File: config.mk
export PLATFORM = sky130hd
export DESIGN_NAME = acq_pack_path
export DESIGN_NICKNAME = d
export VERILOG_FILES = /design/src/rtl/acq_pkg.sv /design/src/rtl/acq_dec_ctr.sv /design/src/rtl/acq_pack_path.sv
export SDC_FILE = /design/constraint.sdc
export NUM_CORES = 1
export LEC_CHECK = 0
export ABC_AREA = 1
export CORE_MARGIN = 2
export CORE_UTILIZATION = 55
export CTS_CLUSTER_DIAMETER = 100
export DETAILED_ROUTE_END_ITERATION = 10
export GPL_ROUTABILITY_DRIVEN = 0
export PLACE_DENSITY = 0.86
export RECOVER_POWER = 50
export SLEW_MARGIN = 25
export SYNTH_ARGS = -nofsm -noshare
export SYNTH_HDL_FRONTEND = slang
export SYNTH_SLANG_ARGS = --single-unit
File: constraint.sdc
create_clock -name data_clk -period 7.11 [get_ports data_clk]
set_input_delay 1.422 -clock data_clk [delete_from_list [all_inputs] [get_ports data_clk]]
set_output_delay 1.422 -clock data_clk [all_outputs]
set_load 0.02 [all_outputs]
File: src/rtl/acq_pkg.sv
// Shared constants and helpers for the acquisition packer.
// Build option: ACQ_PEAK_DET_EN enables the min/max peak-detect mode.
package acq_pkg;

  // Values of the mode input / mode_q register
  localparam logic ACQ_MODE_SAMPLE = 1'b0;
  localparam logic ACQ_MODE_PEAK   = 1'b1;

  // Bit offset of slot s of channel c inside a packed output word
  function automatic int acq_slot_off(input int c, input int s, input int pack, input int dw);
    return (c * pack + s) * dw;
  endfunction

endpackage

File: src/rtl/acq_dec_ctr.sv
// Decimation counter: registers the ratio (0 maps to 1) and raises tick
// once every div_q run cycles. restart forces the count back to zero and
// suppresses the tick on that edge.
module acq_dec_ctr (
  input  logic        clk,
  input  logic        rst_n,
  input  logic        run,
  input  logic        restart,
  input  logic [31:0] div_n,
  output logic        tick
);

  logic [31:0] div_q, div_d;
  logic [31:0] cnt_q, cnt_d;

  // Ratio of zero behaves as one
  always_comb begin
    div_d = (div_n == 32'd0) ? 32'd1 : div_n;
  end

  // >= rather than == so that lowering div_q mid-window ticks at once instead of wrapping
  always_comb begin
    tick = run && !restart && (cnt_q >= div_q - 32'd1);
  end

  // Count run cycles, clearing on tick or restart
  always_comb begin
    cnt_d = cnt_q;
    if (restart || tick) begin
      cnt_d = '0;
    end else if (run) begin
      cnt_d = cnt_q + 32'd1;
    end
  end

  // Ratio and counter state
  always_ff @(posedge clk or negedge rst_n) begin
    if (!rst_n) begin
      div_q <= 32'd1;
      cnt_q <= '0;
    end else begin
      div_q <= div_d;
      cnt_q <= cnt_d;
    end
  end

endmodule

File: src/rtl/acq_pack_path.sv
// Acquisition packer: decimates NCH sample streams, optionally reduces each
// decimation window to a min/max pair, and packs PACK slots per channel into
// one FIFO word with a one-cycle write strobe and sticky overflow flag.
// Build option: ACQ_PEAK_DET_EN builds the peak-detect mode (PACK must then
// be even); without it the mode input is ignored.
module acq_pack_path
  import acq_pkg::*;
#(
  parameter  int NCH  = 4,
  parameter  int DW   = 8,
  parameter  int PACK = 4,
  localparam int OW   = NCH * PACK * DW
) (
  input  logic              data_clk,
  input  logic              cnt_clr,
  input  logic              run,
  input  logic              mode,
  input  logic [31:0]       div_n,
  input  logic [NCH*DW-1:0] din,
  input  logic              fifo_full,
  input  logic              ovf_clr,
  output logic [OW-1:0]     dataout,
  output logic              wr_en,
  output logic              ovf
);

  localparam int PW = (PACK > 1) ? $clog2(PACK) : 1;
  localparam logic [PW-1:0] PTR_LAST = PW'(PACK - 1);

  logic          mode_chg;
  logic          restart;
  logic          tick;
  logic [PW-1:0] ptr_q, ptr_d;
  logic [OW-1:0] shadow_q, shadow_d;
  logic          done_q, done_d;
  logic [OW-1:0] dataout_q, dataout_d;
  logic          wr_en_q, wr_en_d;
  logic          ovf_q, ovf_d;

`ifdef ACQ_PEAK_DET_EN
  localparam logic [PW-1:0] PTR_LAST2 = PW'(PACK - 2);

  logic              mode_q;
  logic [NCH*DW-1:0] win_lo;
  logic [NCH*DW-1:0] win_hi;

  // Registered mode; a change restarts the partial word
  always_ff @(posedge data_clk or negedge cnt_clr) begin
    if (!cnt_clr) begin
      mode_q <= ACQ_MODE_SAMPLE;
    end else begin
      mode_q <= mode;
    end
  end

  assign mode_chg = (mode != mode_q);

  generate
    for (genvar gi = 0; gi < NCH; gi++) begin : g_acc
      logic [DW-1:0] smp;
      logic [DW-1:0] lo, hi;
      logic [DW-1:0] mn_q, mn_d;
      logic [DW-1:0] mx_q, mx_d;

      assign smp = din[gi*DW +: DW];
      assign lo  = (smp < mn_q) ? smp : mn_q;
      assign hi  = (smp > mx_q) ? smp : mx_q;
      assign win_lo[gi*DW +: DW] = lo;
      assign win_hi[gi*DW +: DW] = hi;

      // Track window min/max, reloading after each tick or restart
      always_comb begin
        mn_d = lo;
        mx_d = hi;
        if (restart || tick) begin
          mn_d = '1;
          mx_d = '0;
        end
      end

      // Accumulator registers
      always_ff @(posedge data_clk or negedge cnt_clr) begin
        if (!cnt_clr) begin
          mn_q <= '1;
          mx_q <= '0;
        end else begin
          mn_q <= mn_d;
          mx_q <= mx_d;
        end
      end
    end
  endgenerate
`else
  logic unused_mode;

  assign unused_mode = mode;
  assign mode_chg    = 1'b0;
`endif

  assign restart = !run || mode_chg;

  acq_dec_ctr u_dec_ctr (
    .clk     (data_clk),
    .rst_n   (cnt_clr),
    .run     (run),
    .restart (restart),
    .div_n   (div_n),
    .tick    (tick)
  );

  // Fill slots on each tick; flag completion when the last slot is written
  always_comb begin
    ptr_d    = ptr_q;
    shadow_d = shadow_q;
    done_d   = 1'b0;
    if (restart) begin
      ptr_d    = '0;
      shadow_d = '0;
    end else if (tick) begin
`ifdef ACQ_PEAK_DET_EN
      if (mode_q == ACQ_MODE_PEAK) begin
        for (int c = 0; c < NCH; c++) begin
          shadow_d[acq_slot_off(c, int'(ptr_q), PACK, DW) +: DW]     = win_lo[c*DW +: DW];
          shadow_d[acq_slot_off(c, int'(ptr_q) + 1, PACK, DW) +: DW] = win_hi[c*DW +: DW];
        end
        if (ptr_q == PTR_LAST2) begin
          ptr_d  = '0;
          done_d = 1'b1;
        end else begin
          ptr_d = ptr_q + PW'(2);
        end
      end else
`endif
      begin
        for (int c = 0; c < NCH; c++) begin
          shadow_d[acq_slot_off(c, int'(ptr_q), PACK, DW) +: DW] = din[c*DW +: DW];
        end
        if (ptr_q == PTR_LAST) begin
          ptr_d  = '0;
          done_d = 1'b1;
        end else begin
          ptr_d = ptr_q + PW'(1);
        end
      end
    end
  end

  // Emit a completed word one edge later; a full FIFO drops the strobe and sets ovf
  always_comb begin
    dataout_d = done_q ? shadow_q : dataout_q;
    wr_en_d   = done_q && !fifo_full;
    ovf_d     = ovf_q;
    if (ovf_clr) begin
      ovf_d = 1'b0;
    end
    if (done_q && fifo_full) begin
      ovf_d = 1'b1;
    end
  end

  // Packing and output state
  always_ff @(posedge data_clk or negedge cnt_clr) begin
    if (!cnt_clr) begin
      ptr_q     <= '0;
      shadow_q  <= '0;
      done_q    <= 1'b0;
      dataout_q <= '0;
      wr_en_q   <= 1'b0;
      ovf_q     <= 1'b0;
    end else begin
      ptr_q     <= ptr_d;
      shadow_q  <= shadow_d;
      done_q    <= done_d;
      dataout_q <= dataout_d;
      wr_en_q   <= wr_en_d;
      ovf_q     <= ovf_d;
    end
  end

  assign dataout = dataout_q;
  assign wr_en   = wr_en_q;
  assign ovf     = ovf_q;

endmodule

==> parameters.txt <==
Parameter                              Value

STA
  Clk_skew    22.3 ps
  Final setup fails    0
  Final hold violation count    0
  RSZ-0062 raised after global routing    no
  Final count of pins violating max slew    214
  Final critical delay including setup and external delays    4930 ps
  Worst-Margin Slew    4250 ps
  F_max    203 MHz
  Max_slew headroom    -1.84
  Period utilization    0.694
  Setup Total Neg Slack    0 ps
  Tightest hold margin    471 ps

Cells and area
  Final-layout fill cell count    2,197
  Post-route standard cell area excluding fillers    19,100 um2
  Area growth from synthesis to layout    20.1%
  Net count of the finished layout    2,272
  Fraction of layout instances using a drive strength above 1    0.0412
  Ant diodes    0

Floorplan
  Core box area    28,600 um2
  Effective utilization at floorplan    0.557
  Die height    174 um
  Io pins    200
  Die X-Extent    174 um
  Std-Cell Rows    62
  Die ar.    30,300 um2

CTS
  Max H-tree Level    2
  Maximum clock insertion buffer count    3
  Post-CTS Hold Buffers    0
  Root buf cell    sky130_fd_sc_hd__clkbuf_16
  Clock tree from TritonCTS    built
  Clock network latency to the later pin of the worst-skew pair    520 ps
  Clk pin slew, worst setup/hold paths    60 ps
  Setup Fix Bufs, Post-CTS    0
  TritonCTS buffer count    34
  Clock sinks    325
  # resized after CTS    0

Setup path
  Crit Path Class    in -> async
  Critical path's slowest cell    sky130_fd_sc_hd__clkbuf_1
  Endpoint type of the worst setup path    async pin
  Worst reg2reg path endpoint    shadow_q[72]
  Cells on worst reg2reg path    21
  Required time of the critical path    7640 ps
  Delay-heaviest family, CP    buffers and inverters
  Critical path buffers and inverters    2
  Data arrival time at the worst-slack endpoint    5460 ps
  Minimum setup slack among reg-to-reg paths    2190 ps
  Startpoint class of the critical path    input port
  RR Startpoint    u_dec_ctr.div_q[0]
  Largest incremental delay on the critical path    2920 ps
  Top fanout value on the critical path    81
  Crit path cell chain    clkbuf_1 > buf_4

Synth
  Synthesis-stage register bit count    325
  Warnings from Yosys    0
  Area contributors post-synth    sky130_fd_sc_hd__dfrtp_1 (51%), sky130_fd_sc_hd__nand2_1 (20%), sky130_fd_sc_hd__nand3_1 (4.5%)
  Asr flop ratio synth    1.00
  Most used DFF post-synth    sky130_fd_sc_hd__dfrtp_1
  Fraction of synthesized cell area taken by the top area cell type    0.509
  Area leader, netlist    sky130_fd_sc_hd__dfrtp_1
  Mapped Avg Cell Area    7.82 um2
  Number of enable-type register cells in the synthesized netlist    0
  Number of different library cells in the post-synthesis netlist    36
  Post-synthesis sequential area ratio    0.511
  Syn Inst Count    2,037
  Synthesized cell area    15,900 um2
  Syn_nets    2,149
  Library cell with the highest instance count after synthesis    sky130_fd_sc_hd__nand2_1
  Post-synth top cells    sky130_fd_sc_hd__nand2_1 (868), sky130_fd_sc_hd__dfrtp_1 (324), sky130_fd_sc_hd__nor2_1 (179)

Detailed routing
  Routed wire length    42.5 mm
  Total vias in the final route    14,400
  Remaining antenna violation count    0
  Vias per std cell    5.61
  DR iter-0 viols    2,009
  1st-pass router iterations    8
  Drt wl/cell    16.5 um
  Drt drc    0

Outcome
  Status    finished with violations
  Violated checks    capacitance limit, slew limit

Global routing
  Via count of the first global-routing pass    13,800
  Largest net degree at the start of global routing    181
  Global-route wire length before repair    69.1 mm
  Number of antenna violations at the first check in global routing    0
  Global-route track usage on met3    0.0490
  Met1 Resource Use GR    0.373
  Total congestion overflow    0
  Most used routing layer in global routing    met2
  Met2 routing resource usage after global routing    0.467
  Tot GR Track Use    0.281

Flow run
  Max Cap Violations    3

Min path
  Class of the tightest hold or removal check    reg -> reg
  Worst hold path depth    2
  Hold Path Origin    shadow_q[119]
  Hold path endpoint    shadow_q[119]

Pwr
  Maximum ir drop on the vdd rail    198 uV
  Pwr Density    206 nW/um2
  Static leakage    9.57 nW

Placement
  Placed standard-cell area    18,000 um2
  Quantity of I/O buffers inserted on ports    198
  HPWL after detailed placement    29.8 mm
cell usage in the layout (no fill, tap or decap), types with 32 or more instances in the layout:
cell and instances:
sky130_fd_sc_hd__nand4_1 36, sky130_fd_sc_hd__a21oi_1 44, sky130_fd_sc_hd__ha_1 42, sky130_fd_sc_hd__nor2_1 179
sky130_fd_sc_hd__inv_1 80, sky130_fd_sc_hd__clkbuf_16 37, sky130_fd_sc_hd__dfrtp_1 324, sky130_fd_sc_hd__nor3_1 56
sky130_fd_sc_hd__xor2_1 32, sky130_fd_sc_hd__nand2_1 867, sky130_fd_sc_hd__nand3_1 141, sky130_fd_sc_hd__clkdlybuf4s50_1 166
metal layers:
layer  wire length [um]  vias to the layer above
met5                  0                        -
met4               1580                        0
met3               3980                      158
met2              20200                      797
met1              16700                     6719
li1                   -                     6720
state kept, by name, indices dropped and copies added, names as in the netlist:
signal           count
u_dec_ctr.div_q     32
shadow_q           128
wr_en                1
ovf                  1
done_q               1
ptr_q                2
dataout            128
u_dec_ctr.cnt_q     32
cell families after synthesis:
kind of cell	count (synthesis)	share of synthesized area
adders and majority gates	42	0.0330
and+or+nand+nor	1301	0.332
AOI/OAI and AO/OA	105	0.0404
xor gates and xnor gates	55	0.0302
buffers and inverters	209	0.0536
DFF	325	0.511
power breakdown:
part	internal [W]	switching (W)
clock network	0.00112	0.000729
logic	0.0000622	0.000135
registers	0.00187	0.0000169
total	0.00305	0.000880
worst max path at each step:
| stage | cells past startpoint | start | slack, ps | to |
|---|---|---|---|---|
| after floorplan | 22 | u_dec_ctr.div_q[0] | 4020 | shadow_q[32] |
| after global placement | 21 | u_dec_ctr.div_q[0] | 2490 | shadow_q[30] |
| after detailed placement | 21 | u_dec_ctr.div_q[0] | 2250 | shadow_q[29] |
| after CTS | 21 | u_dec_ctr.div_q[0] | 2170 | shadow_q[25] |
| after global routing | 2 | cnt_clr | 1360 | shadow_q[38] |
| final | 2 | cnt_clr | 2180 | shadow_q[38] |
metrics by stage:
stage,util,instances,power (W),setup slack [ps]
4_1_cts,0.669,2568,0.00395,2170
2_1_floorplan,-,2037,0.00201,4020
6_report,0.668,2568,0.00393,2180
3_3_place_gp,0.628,2508,0.00211,2490
5_1_grt,0.668,2568,0.00405,1360
3_5_place_dp,0.628,2508,0.00212,2250
layout make-up:
class	count	area, um2	share of cell area
timing repair buffer	205	2040	0.106
multi-input combinational	1503	6960	0.364
clock inverter	12	148	0.00772
clock buffer	48	1030	0.0537
sequential	325	8130	0.425
inverter	91	343	0.0179
tap	384	480	0.0251
Note: power is estimated with default switching activity, not from simulation.
